===== src/rtl/ifetch_prefetch_unit_if.sv =====
// ifetch_prefetch_unit_if: handshake bundle that joins the fetch unit to the
// instruction memory, the redirect source (EX/MEM) and the IF/ID register.
// master = fetch unit side, slave = environment side.
interface ifetch_prefetch_unit_if;
  logic        imem_req;
  logic [31:0] imem_addr;
  logic        imem_gnt;
  logic        imem_rvalid;
  logic [31:0] imem_rdata;
  logic        redirect_valid;
  logic [31:0] redirect_pc;
  logic        id_valid;
  logic        id_ready;
  logic [31:0] id_instr;
  logic [31:0] id_pc;
  logic [31:0] id_pc_plus1;

  modport master (
    output imem_req, imem_addr, id_valid, id_instr, id_pc, id_pc_plus1,
    input  imem_gnt, imem_rvalid, imem_rdata, redirect_valid, redirect_pc, id_ready
  );

  modport slave (
    input  imem_req, imem_addr, id_valid, id_instr, id_pc, id_pc_plus1,
    output imem_gnt, imem_rvalid, imem_rdata, redirect_valid, redirect_pc, id_ready
  );
endinterface


===== src/rtl/ifetch_prefetch_unit.sv =====
// ifetch_prefetch_unit: instruction-fetch front end. Owns the fetch PC, issues
// word-addressed requests under a credit scheme that reserves a FIFO slot for
// every live response, buffers returns in an in-order prefetch FIFO and hands
// {instr, pc, pc+1} to IF/ID. A redirect flushes the FIFO and marks every
// in-flight response as stale.
// Optional macro IFETCH_BYPASS_EN: a response arriving while the FIFO is empty
// and nothing is stale is presented to IF/ID in the same cycle.
module ifetch_prefetch_unit #(
  parameter int unsigned DEPTH           = 4,
  parameter int unsigned MAX_OUTSTANDING = 2,
  parameter logic [31:0] RESET_PC        = 32'd0
) (
  input logic             clk,
  input logic             reset_n,
  ifetch_prefetch_unit_if.master bus
);

  localparam int unsigned PTR_W = (DEPTH > 1) ? $clog2(DEPTH) : 1;
  localparam int unsigned CNT_W = PTR_W + 1;
  localparam int unsigned OUT_W = $clog2(MAX_OUTSTANDING + 1);

  typedef struct packed {
    logic [31:0] instr;
    logic [31:0] pc;
  } entry_t;

  typedef enum logic [1:0] {BOOT, FETCH, HOLD} state_t;

  state_t             state;
  logic               req_q;
  logic [31:0]        fetch_pc;
  logic [31:0]        ret_pc;
  logic [OUT_W-1:0]   outstanding;
  logic [OUT_W-1:0]   drop_cnt;
  logic [CNT_W-1:0]   count;
  logic [PTR_W-1:0]   rd_ptr;
  logic [PTR_W-1:0]   wr_ptr;
  entry_t             fifo_q [DEPTH];

  logic               issue_c;
  logic               drop_hit_c;
  logic               live_c;
  logic               bypass_c;
  logic               bypass_take_c;
  logic               push_c;
  logic               pop_c;
  logic               credit_c;
  logic [OUT_W-1:0]   out_n_c;
  logic [OUT_W-1:0]   drop_n_c;
  logic [CNT_W-1:0]   count_n_c;
  entry_t             head_c;

  // Next-cycle bookkeeping: issue/return/drop accounting and the credit check.
  always_comb begin
    issue_c       = req_q & bus.imem_gnt;
    drop_hit_c    = bus.imem_rvalid & (drop_cnt != '0);
    live_c        = bus.imem_rvalid & (drop_cnt == '0) & ~bus.redirect_valid;
`ifdef IFETCH_BYPASS_EN
    bypass_c      = live_c & (count == '0);
`else
    bypass_c      = 1'b0;
`endif
    bypass_take_c = bypass_c & bus.id_ready;
    push_c        = live_c & ~bypass_take_c;
    pop_c         = (count != '0) & bus.id_ready & ~bus.redirect_valid;

    out_n_c   = outstanding + OUT_W'(issue_c) - OUT_W'(bus.imem_rvalid);
    // After a redirect every response still in flight belongs to the old path.
    drop_n_c  = bus.redirect_valid ? out_n_c : (drop_cnt - OUT_W'(drop_hit_c));
    count_n_c = bus.redirect_valid ? '0 : (count + CNT_W'(push_c) - CNT_W'(pop_c));

    credit_c  = (32'(out_n_c) < MAX_OUTSTANDING) &&
                ((32'(count_n_c) + 32'(out_n_c) - 32'(drop_n_c)) < DEPTH);
  end

  // Fetch FSM, PC/credit counters and FIFO pointers.
  always_ff @(posedge clk or negedge reset_n) begin
    if (!reset_n) begin
      state       <= BOOT;
      req_q       <= 1'b0;
      fetch_pc    <= RESET_PC;
      ret_pc      <= RESET_PC;
      outstanding <= '0;
      drop_cnt    <= '0;
      count       <= '0;
      rd_ptr      <= '0;
      wr_ptr      <= '0;
    end else begin
      case (state)
        BOOT: begin
          state <= FETCH;
          req_q <= credit_c;
        end
        FETCH, HOLD: begin
          state <= credit_c ? FETCH : HOLD;
          req_q <= credit_c;
        end
        default: begin
          state <= BOOT;
          req_q <= 1'b0;
        end
      endcase

      outstanding <= out_n_c;
      drop_cnt    <= drop_n_c;
      count       <= count_n_c;

      if (bus.redirect_valid) begin
        fetch_pc <= bus.redirect_pc;
        ret_pc   <= bus.redirect_pc;
        rd_ptr   <= wr_ptr;
      end else begin
        if (issue_c) fetch_pc <= fetch_pc + 32'd1;
        if (live_c)  ret_pc   <= ret_pc + 32'd1;
        if (pop_c)   rd_ptr   <= rd_ptr + PTR_W'(1);
      end

      if (push_c) wr_ptr <= wr_ptr + PTR_W'(1);
    end
  end

  // Prefetch FIFO storage; cleared so the idle head reads as pc 0.
  always_ff @(posedge clk or negedge reset_n) begin
    if (!reset_n) begin
      for (int i = 0; i < int'(DEPTH); i++) fifo_q[i] <= '0;
    end else if (push_c) begin
      fifo_q[wr_ptr] <= '{instr: bus.imem_rdata, pc: ret_pc};
    end
  end

  // Head selection: FIFO head, or the live response when it bypasses.
  always_comb begin
    head_c = fifo_q[rd_ptr];
    if (bypass_c) head_c = '{instr: bus.imem_rdata, pc: ret_pc};
  end

  assign bus.imem_req    = req_q;
  assign bus.imem_addr   = fetch_pc;
  assign bus.id_valid    = (count != '0) | bypass_c;
  assign bus.id_instr    = head_c.instr;
  assign bus.id_pc       = head_c.pc;
  assign bus.id_pc_plus1 = head_c.pc + 32'd1;

endmodule


===== src/flat_wrapper.sv =====
// flat-port wrapper written by rule: the top's interface ports become plain ports
module ifetch_prefetch_unit_flat 
#(
  parameter int unsigned DEPTH           = 4,
  parameter int unsigned MAX_OUTSTANDING = 2,
  parameter logic [31:0] RESET_PC        = 32'd0
)
  (clk, reset_n, bus_imem_req, bus_imem_addr, bus_id_valid, bus_id_instr, bus_id_pc, bus_id_pc_plus1, bus_imem_gnt, bus_imem_rvalid, bus_imem_rdata, bus_redirect_valid, bus_redirect_pc, bus_id_ready);
  ifetch_prefetch_unit_if bus_i ();
  input logic clk;
  input logic reset_n;
  output wire logic [$bits(bus_i.imem_req)-1:0] bus_imem_req;
  output wire logic [$bits(bus_i.imem_addr)-1:0] bus_imem_addr;
  output wire logic [$bits(bus_i.id_valid)-1:0] bus_id_valid;
  output wire logic [$bits(bus_i.id_instr)-1:0] bus_id_instr;
  output wire logic [$bits(bus_i.id_pc)-1:0] bus_id_pc;
  output wire logic [$bits(bus_i.id_pc_plus1)-1:0] bus_id_pc_plus1;
  input wire logic [$bits(bus_i.imem_gnt)-1:0] bus_imem_gnt;
  input wire logic [$bits(bus_i.imem_rvalid)-1:0] bus_imem_rvalid;
  input wire logic [$bits(bus_i.imem_rdata)-1:0] bus_imem_rdata;
  input wire logic [$bits(bus_i.redirect_valid)-1:0] bus_redirect_valid;
  input wire logic [$bits(bus_i.redirect_pc)-1:0] bus_redirect_pc;
  input wire logic [$bits(bus_i.id_ready)-1:0] bus_id_ready;
  assign bus_imem_req = bus_i.imem_req;
  assign bus_imem_addr = bus_i.imem_addr;
  assign bus_id_valid = bus_i.id_valid;
  assign bus_id_instr = bus_i.id_instr;
  assign bus_id_pc = bus_i.id_pc;
  assign bus_id_pc_plus1 = bus_i.id_pc_plus1;
  assign bus_i.imem_gnt = bus_imem_gnt;
  assign bus_i.imem_rvalid = bus_imem_rvalid;
  assign bus_i.imem_rdata = bus_imem_rdata;
  assign bus_i.redirect_valid = bus_redirect_valid;
  assign bus_i.redirect_pc = bus_redirect_pc;
  assign bus_i.id_ready = bus_id_ready;
  ifetch_prefetch_unit #(.DEPTH(DEPTH), .MAX_OUTSTANDING(MAX_OUTSTANDING), .RESET_PC(RESET_PC)) u_core (.clk(clk), .reset_n(reset_n), .bus(bus_i));
endmodule

===== config.mk =====
export PLATFORM = sky130hd
export DESIGN_NAME = ifetch_prefetch_unit_flat
export DESIGN_NICKNAME = d
export VERILOG_FILES = /design/src/rtl/ifetch_prefetch_unit_if.sv /design/src/rtl/ifetch_prefetch_unit.sv /design/src/flat_wrapper.sv
export SDC_FILE = /design/constraint.sdc
export NUM_CORES = 1
export LEC_CHECK = 0
export BUFFER_PORTS_ARGS = -buffer_cell sky130_fd_sc_hd__buf_2
export CAP_MARGIN = 20
export CORE_MARGIN = 2
export CORE_UTILIZATION = 29
export DETAILED_ROUTE_END_ITERATION = 10
export GPL_TIMING_DRIVEN = 0
export PLACE_DENSITY = 0.42
export SLEW_MARGIN = 20
export SYNTH_ARGS = -nofsm -noshare
export SYNTH_HDL_FRONTEND = slang
export SYNTH_SLANG_ARGS = --single-unit

===== constraint.sdc =====
create_clock -name clk -period 4.9 [get_ports clk]
set_input_delay 0.245 -clock clk [delete_from_list [all_inputs] [get_ports clk]]
set_output_delay 0.245 -clock clk [all_outputs]
set_load 0.02 [all_outputs]

# After elaboration in Yosys (flattened, before gate mapping)
# Cells that the tools add are included.
# classes
order_cmp	5
bitwise_logic	9
add_sub_neg	12
eq_ne	2
muxes	17
reduce_logical	11
# ops
op	count
$bwmux 256	1
$mux 64	3
$bmux 64 s2	1
$demux 64 s2	1
$mux 32	4
$add 32x1->32 const B	3
$lt 32x3->1 const B	1
$sub 32x2->32	1
$mux 2	4
$reduce_bool 2->1	4
$and 1x1->1	6
$ge 3x3->1 const B	2
$not 2->3	2
$add 2x1->2 const B	2
$add 3x2->4	1
$logic_not 2->1	2
$pmux 2 s2	1
$sub 2x1->2	2
$add 3x1->3	1
$lt 3x1->1 const B	1
$mux 3	1
$reduce_bool 3->1	1
$reduce_or 3->1	1
$sub 3x1->3	1
other kinds (8)	9
# totals
word_cells	73
regBits	334
in_bits	70
output_inout_bits	130

# Depth between registers and ports, before layout
# Gate-level depths: netlist (run 1).
# logic_depth
ltp_word	12
mapped_depth	19
mapped_depth_nobuf	19

# Least setup slack after synthesis (run 1)
# Ideal clock, no wire load.
# synth_timing
path_type	register to register
startpoint	reg u_core.count[1]
endpoint	reg u_core.state[0]
required_ns	4.779
arrival_time_ns	4.013
path_buffers	0
slack_ns	0.766
setup_time_ns	0.121
period_less_slack_ns	4.134
path_stages_with_launch	20
cell_sequence	dfrtp_1 > or3_1 > nand2_1 > nor2_1 > ha_1 > inv_1 > ha_1 > inv_1 > fa_1 > or2_2 > fa_1 > inv_1 > ha_1 > o31ai_1 > o211ai_1 > inv_1 > ha_1 > and3b_1 > a41oi_1 > nor2_1
# synth_between
elab_chain_len	11
word_cells_on_any_way	12
classes_between	4 x add/sub; 1 x order compare; 3 x mux; 2 x bitwise; 2 x reduce/logical
# synth_rtl
item	line	text
from (decl)	ifetch_prefetch_unit.sv:35	logic [CNT_W-1:0] count;
from (signal assigned)	ifetch_prefetch_unit.sv:106	count <= count_n_c;
$reduce_bool 3->1	n/a	
via bus_id_valid	flat_wrapper.sv:14	output wire logic [$bits(bus_i.id_valid)-1:0] bus_id_valid;
$and 1x1->1 (2 in series)	ifetch_prefetch_unit.sv:65	pop_c = (count != '0) & bus.id_ready & ~bus.redirect_valid;
$sub 3x1->3	ifetch_prefetch_unit.sv:70	count_n_c = bus.redirect_valid ? '0 : (count + CNT_W'(push_c) - CNT_W'(pop_c));
$mux 3	ifetch_prefetch_unit.sv:70	
$add 3x2->4	ifetch_prefetch_unit.sv:73	((32'(count_n_c) + 32'(out_n_c) - 32'(drop_n_c)) < DEPTH);
$sub 32x2->32	ifetch_prefetch_unit.sv:73	
$lt 32x3->1	ifetch_prefetch_unit.sv:73	
$logic_and 1x1->1	ifetch_prefetch_unit.sv:72	credit_c = (32'(out_n_c) < MAX_OUTSTANDING) &&
$mux 2	ifetch_prefetch_unit.sv:95	state <= credit_c ? FETCH : HOLD;
$pmux 2 s2	ifetch_prefetch_unit.sv:89	case (state)
to (signal assigned)	ifetch_prefetch_unit.sv:95	
to (decl)	ifetch_prefetch_unit.sv:29	state_t state;
# The timed path passes the listed nets, and every way through them passes these cells.
# A chain may end at the register's enable or synchronous reset.

# Worst setup path after layout (run 1)
# layout_timing
startpoint	reg u_core.count[1]
endpoint	reg u_core.state[0]
# layout_between
elab_chain_len	11
word_cells_on_any_way	12
classes_between	4 x add/sub; 1 x order compare; 3 x mux; 2 x bitwise; 2 x reduce/logical
# layout_rtl
item	line
branches (longest 3 deep; another with $add 3x1->3)	n/a
$sub 3x1->3 *	ifetch_prefetch_unit.sv:70
$mux 3 *	ifetch_prefetch_unit.sv:70
$add 3x2->4 *	ifetch_prefetch_unit.sv:73
$sub 32x2->32 *	ifetch_prefetch_unit.sv:73
$lt 32x3->1 *	ifetch_prefetch_unit.sv:73
$logic_and 1x1->1 *	ifetch_prefetch_unit.sv:72
$mux 2 *	ifetch_prefetch_unit.sv:95
$pmux 2 s2 *	ifetch_prefetch_unit.sv:89
# Every way passes the cells marked *.

==> results.md, run 1 <==
- Max VDD drop: approximately 370 uV
- Root Buffer: clkbuf_16
- Ranking of synthesized cells by area: dfrtp_1, mux2_2, mux4_2
- Fin crit period: between 4000 and 5000 ps
- Final setup violation count: 0
- Synth Cell Area: ~16000 um2
- Clk_lat worst skew: about 550 ps
- Largest net degree at the start of global routing: 89
- Die Footprint: approximately 58000 um2
- Syn nets: 1269
- Final worst path period share: 0.927
- H-tree levels: 2
- Headroom to the max-slew limit: 0.335
- Residual DRC: 0
- Synth-to-Final Area Change: 25.4%
- Routability cong.: roughly 0.75
- Tightest Hold Check Type: primary input to flop
- Skew final: roughly 16 ps
- Die width: between 200 and 250 um
- Sequential area share after synthesis: 0.518
- CTS tree: yes
- Final hold vios: 0
- Num CTS Buffers: just over 40
- Total power: between 10 and 15 mW
- First DRT Iteration DRCs: between 400 and 500
- Area of the core: between 50000 and 60000 um2
- Via count: between 10000 and 15000
- Outcome: finished, final reports clean
- Vias in the first global route: about 11000
- Antenna viol nets, final: 0
- Yosys cell types: 51
- Slew @ Worst Pin: around 990 ps
- Area leader, netlist: dfrtp_1
- # port buffers: roughly 200
- Post-route cell area: between 20000 and 25000 um2
- Hold Path End: u_core.drop_cnt[0]$_DFF_PN0_
- Hold Path Depth: 3
- CTS Buffer Depth: 3
- FMAX: approximately 220 MHz
- CP Launch Type: flop
- Post-CTS Setup Bufs: 0
- Post-Synthesis Cells: about 1200
- Routed WL: approximately 44000 um
- Layout cells sized above 1: 0.422
- DP Worst Slack: -79.6 ps
- Initial antenna violation count: 2
- Avg Vias per Cell: around 4.7
- Worst r2r src: u_core.count[1]$_DFF_PN0_
- Global Route Usage Sum: 0.159
- Setup ws final: around 360 ps
- Area after DPL: around 18000 um2
- Max_cap viols: 0
- Critical Path End Type: flop
- N_diodes: 0
- Ys Warns: 0
- FP Rows: between 80 and 90
- # hold bufs at CTS: 65
- Clk slew on worst S/H paths: roughly 60 ps
- Flops & latches, synth: ~330
- WS Path Type: flop to flop
- Max Slew Vio Count: 0
- IO Count: 200
- WL/cell: ~20 um
- R2R setup slack: 360 ps
- R2R cell count: 19
- Crit path DAT: between 4000 and 5000 ps
- Final nets: approximately 1600
- Post-cts resize count: 0
- Global-route wire length before repair: between 60000 and 70000 um
- Power density cells: just over 600 nW/um2
- Leak: 9.20 nW
- Required @ worst endpoint: 5340 ps
- Critical Path Fanout Max: 3
- Gr ovfl total: 0
- Layout fillers: about 5400
- R2r endpoint: u_core.state[0]$_DFF_PN0_
- RSZ-0062 raised after global routing: false
- Synth Area per Inst: 13.7 um2
- Die H: ~240 um
- Sink Count: about 330
- Starting Density: 0.293
- Share of the synthesized area in the top cell type: 0.518
- Hold Startpoint: bus_redirect_valid
- DP Wirelength: ~32000 um
- Number of detailed-route iterations in the first pass: 4
-- cell usage in the layout (no fill, tap or decap), types with 7 or more instances in the layout --
cell,n
o21ai_0,21
xor2_1,25
nor2_1,32
dfrtp_1,334
mux2_2,280
clkbuf_16,43
clkbuf_1,51
nand2_1,53
xnor2_1,58
mux4_1,7
a21oi_1,12
and4_1,10
and3_1,14
buf_2,217
clkbuf_8,10
nor2b_1,8
mux4_2,57
nand3_1,32
a311oi_1,11
nor3_1,9
dlygate4sd3_1,65
inv_1,28
a31oi_1,7
or3_1,7
nand4_1,31
ha_1,18
and2_1,12
-- metrics by stage --
step / util / TNS (ps) / hold slack (ps) / instances
2_1_floorplan: - / 0 / -50.6 / 1179
3_3_place_gp: 0.328 / -1135490 / 459 / 2126
3_5_place_dp: 0.331 / -104 / 120 / 2130
4_1_cts: 0.368 / 0 / 44.3 / 2270
5_1_grt: 0.368 / 0 / 76.3 / 2270
6_report: 0.368 / 0 / 95.5 / 2270
-- cells in the mapped netlist (all sizes together) --
library cell and number:
dfrtp 334, mux2 280, mux4 64, xnor2 58, nand2 53, clkbuf 40
buf 35, nand3 34, nor2 32, nand4 31, inv 29, xor2 25
o21ai 21, ha 18, and3 14, a21oi 12, and2 12, a311oi 11
and4 11, nor3 10, nor2b 8, a31oi 7, or3 7, nor4 6
mux2i 4, nand4b 3, o21a 3, a211oi 2, fa 2, o31ai 2
a211o 1, a21o 1, a41oi 1, and3b 1, and4bb 1, nand3b 1
nor3b 1, o211ai 1, or2 1, or4 1, xnor3 1
-- worst max path at each step --
stage	from	to	slack, ps	cells past startpoint
after global placement	reset_n	u_core.fifo_q[105]$_DFFE_PN0P_	-3460	1
after CTS	u_core.count[1]$_DFF_PN0_	u_core.state[0]$_DFF_PN0_	340	19
after detailed placement	bus_redirect_valid	u_core.state[0]$_DFF_PN0_	-80	20
after global routing	u_core.count[1]$_DFF_PN0_	u_core.state[0]$_DFF_PN0_	160	19
after floorplan	u_core.count[1]$_DFF_PN0_	u_core.state[0]$_DFF_PN0_	770	19
final	u_core.count[1]$_DFF_PN0_	u_core.state[0]$_DFF_PN0_	360	19
-- logic make-up after synthesis --
logic type / count (synthesis) / share of synthesized area
xor+xnor: 84 / 0.0465
compound gates: 62 / 0.0242
fa+ha+maj: 20 / 0.0164
mux: 348 / 0.289
flops: 334 / 0.518
simple gates: 227 / 0.0757
buf+inv: 104 / 0.0299
-- final cells by class --
type,instances,area (um2),share of cell area
clock buffers,65,1260,0.0623
repair buffers,268,1770,0.0874
plain buffers,75,373,0.0184
clock inverters,10,129,0.00637
flip-flops and latches,334,8360,0.413
multi-input cells,741,7290,0.360
well taps,748,936,0.0463
inverters,29,109,0.00538
-- layer usage --
metal,vias to the layer above,global-route usage,share of wire
met5,-,0,0
met4,0,0.0324,0.013
met3,37,0.0270,0.049
li1,4939,-,-
met1,5449,0.225,0.46
met2,188,0.255,0.47
-- worst max-delay path, cell delays in order (launching register included) --
cell	delay (ps)
dfrtp_1	410
or3_1	530
nand2_1	170
nor2_1	80
ha_1	310
inv_1	40
ha_1	160
inv_1	70
fa_1	410
or2_2	310
fa_1	530
inv_1	40
ha_1	260
o31ai_1	90
o211ai_1	200
inv_1	110
ha_1	230
and3b_1	180
a41oi_1	240
nor2_1	60
-- sequential cells by signal, indices dropped and copies added, names as in the netlist --
signal                cells
u_core.ret_pc            32
u_core.bus.imem_addr     32
u_core.count              3
u_core.bus.imem_req       1
u_core.drop_cnt           2
u_core.fifo_q           256
u_core.wr_ptr             2
u_core.outstanding        2
u_core.state              2
u_core.rd_ptr             2
-- power breakdown --
| group | total (mW) | leakage, nW | switching (mW) | internal (mW) |
|---|---|---|---|---|
| registers | 4.30 | 4.24 | 0.534 | 3.76 |
| clock network | 3.11 | 0.686 | 1.19 | 1.92 |
| logic | 5.02 | 4.27 | 2.70 | 2.32 |
| total | 12.4 | 9.20 | 4.43 | 7.99 |
Note: power is estimated with default switching activity, not from simulation.
==> run 2: changes to the inputs <==
--- a/config.mk
+++ b/config.mk
@@ -8,10 +8,11 @@
 export BUFFER_PORTS_ARGS = -buffer_cell sky130_fd_sc_hd__buf_2
 export CAP_MARGIN = 20
 export CORE_MARGIN = 2
-export CORE_UTILIZATION = 29
+export CORE_UTILIZATION = 40
 export DETAILED_ROUTE_END_ITERATION = 10
 export GPL_TIMING_DRIVEN = 0
-export PLACE_DENSITY = 0.42
+export PLACE_DENSITY = 0.55
+export RECOVER_POWER = 100
 export SLEW_MARGIN = 20
 export SYNTH_ARGS = -nofsm -noshare
 export SYNTH_HDL_FRONTEND = slang
==> run 2 against run 1 <==
  * Count of clock-buffer cells in the layout decreased by 10
  * Clock power decreased by 10%
  * Largest power group unchanged
  * First-iteration DRC count increased by 33%
  * Critical path depth decreased by 10
  * Clock skew decreased by 2.7 ps
  * The flow now finishes with violations (max-capacitance violations, max-slew violations)
  * Core utilization increased by 12 points
  * Combinational power decreased by 4.8%
  * Via count increased by 1.4%
  * Worst setup slack got worse by 160 ps
  * Sequential share of layout area increased by 1.5 points
==> results.md, run 2 (same netlist as run 1, synthesis figures left out) <==
- Max VDD drop: 366 uV (-0.54%)
- Area of the core: 39700 um2 (-28%)
- Die width: 205 um (-15%)
- Final setup violation count: 0 (unchanged)
- WS Path Type: flop to primary output
- Synth-to-Final Area Change: 20.9%
- CTS tree: yes
- Global-route wire length before repair: 64600 um (-6.7%)
- Max Slew Vio Count: 164 (+164)
- DP Wirelength: 28900 um (-8.5%)
- R2R setup slack: 480 ps (+120 ps)
- Fin crit period: 4710 ps (+164 ps)
- Global Route Usage Sum: 0.201 (+0.0423)
- Starting Density: 0.406 (+0.113)
- Headroom to the max-slew limit: -0.571 (-0.906)
- Number of detailed-route iterations in the first pass: 5 (+1)
- CP Launch Type: flop
- Tightest Hold Check Type: primary input to flop
- Clk_lat worst skew: 540 ps (about the same)
- FMAX: 212 MHz (-3.5%)
- CTS Buffer Depth: 3 (unchanged)
- Layout cells sized above 1: 0.330 (-0.0922)
- DP Worst Slack: 253 ps (+333 ps)
- First DRT Iteration DRCs: 647 (+33%)
- Final hold vios: 0 (unchanged)
- Root Buffer: clkbuf_16
- Die Footprint: 41900 um2 (-27%)
- Max_cap viols: 2 (+2)
- Initial antenna violation count: 3 (+1)
- WL/cell: 20.2 um (+3.1%)
- RSZ-0062 raised after global routing: false
- IO Count: 200 (unchanged)
- Routability cong.: 0.798 (+6.9%)
- Critical Path Fanout Max: 10 (+7)
- Crit path DAT: 4460 ps (-520 ps)
- Largest register by flop count: u_core.fifo_q
- Slew @ Worst Pin: 2360 ps (+1370 ps)
- # port buffers: 199 (unchanged)
- Total power: 11.9 mW (-4.6%)
- Final nets: 1578 (-0.13%)
- Clk slew on worst S/H paths: 60 ps (about the same)
- Failing checks: max-capacitance violations, max-slew violations
- Skew final: 13.3 ps (-2.70 ps)
- H-tree levels: 2 (unchanged)
- Layout fillers: 3612 (-33%)
- Via count: 10800 (+1.4%)
- Largest net degree at the start of global routing: 96 (+7.9%)
- Hold_ws: 36.4 ps (-59.1 ps)
- Gr ovfl total: 0 (unchanged)
- FP Rows: 73 (-15%)
- Final worst path period share: 0.961 (+0.0335)
- Sink Count: 334 (unchanged)
- Antenna viol nets, final: 0 (unchanged)
- Critical Path End Type: primary output
- Power density cells: 608 nW/um2 (-1.0%)
- Commonest non-fill, non-tap cells in the layout: dfrtp_1, mux2_2, clkbuf_1
- Vias in the first global route: 11100 (-1.0%)
- Die H: 205 um (-15%)
- Outcome: finished, violations left
- Most common cell after layout, fill and taps aside: dfrtp_1
- Routed WL: 41200 um (-7.3%)
- Avg Vias per Cell: 5.27 (+13%)
- Max reg flops: 256 (unchanged)
- Required @ worst endpoint: 4660 ps (-680 ps)
- Num CTS Buffers: 39 (-4.9%)
- Residual DRC: 0 (unchanged)
- Setup ws final: 193 ps (-164 ps)
- Leak: 8.64 nW (-6.1%)
-- run 2: cell types whose count changed in the layout (fill, tap and decap cells not counted), sizes merged --
| cell | previous run | this run |
|---|---|---|
| inv | 30 | 29 |
| diode | 0 | 2 |
| buf | 238 | 91 |
| clkbuf | 105 | 242 |
| clkinv | 6 | 9 |
| clkinvlp | 0 | 2 |
| bufinv | 3 | 1 |
-- run 2: final timing paths --
path                                                   endpoint                            from  cells past startpoint
min                               u_core.ret_pc[31]$_DFFE_PN0P_             bus_redirect_pc[31]                      3
min reg2reg                      u_core.fifo_q[154]$_DFFE_PN0P_  u_core.fifo_q[154]$_DFFE_PN0P_                      2
min in group asynchronous        u_core.fifo_q[254]$_DFFE_PN0P_                         reset_n                      2
max in group asynchronous  u_core.bus.imem_addr[13]$_DFFE_PN0P_                         reset_n                      4
max                                         bus_id_pc_plus1[21]    u_core.rd_ptr[0]$_DFFE_PN0P_                      9
max reg2reg                           u_core.state[0]$_DFF_PN0_    u_core.drop_cnt[1]$_DFF_PN0_                     17
-- run 2: cell type report --
type	count	area [um2]	share of cell area
well taps	525	657	0.0337
repair buffers	268	1520	0.0780
diodes	2	5.00	0.000257
clock inverters	12	97.6	0.00501
plain buffers	75	340	0.0175
multi-input cells	741	7290	0.374
flip-flops and latches	334	8360	0.429
clock buffers	55	1120	0.0574
inverters	29	109	0.00558
-- run 2: timing repair --
item	4_1_cts	5_1_grt
setup buffers	0	0
endpoints found under the setup margin	0	3
hold buffers	65	0
endpoints found under the hold margin	364	0
resized for setup	0	1
-- run 2: critical path, cell delays in order (launching register included) --
cell and delay (ps):
dfrtp_1 430, clkbuf_1 700, buf_6 320, mux4_2 320
nand2_1 140, nor3_2 720, clkbuf_2 500, nand4_1 280
xnor2_1 240, clkbuf_1 260
-- run 2: per-stage QoR --
stage	cells	utilization	setup TNS, ps	cell area, um2
after global routing	2040	0.491	0	19500
after floorplan	1179	-	0	16100
final	2041	0.491	0	19500
after CTS	2039	0.498	0	19800
after detailed placement	1907	0.451	0	17900
after global placement	1903	0.447	-1029780	17800
-- run 2: layer usage --
layer  global-route usage  vias up  share of wire
met3               0.0331       59          0.048
met1                0.288     5525           0.47
li1                     -     4935              -
met2                0.313      238           0.46
met5                    0        -        0.00022
met4               0.0611        2          0.022
-- run 2: where the power goes --
part	switching, mW	total, mW	leakage, nW	internal (mW)
Clock	1.14	2.79	0.596	1.64
Combinational	2.65	4.78	3.80	2.13
Sequential	0.529	4.29	4.24	3.76
Total	4.32	11.9	8.64	7.53
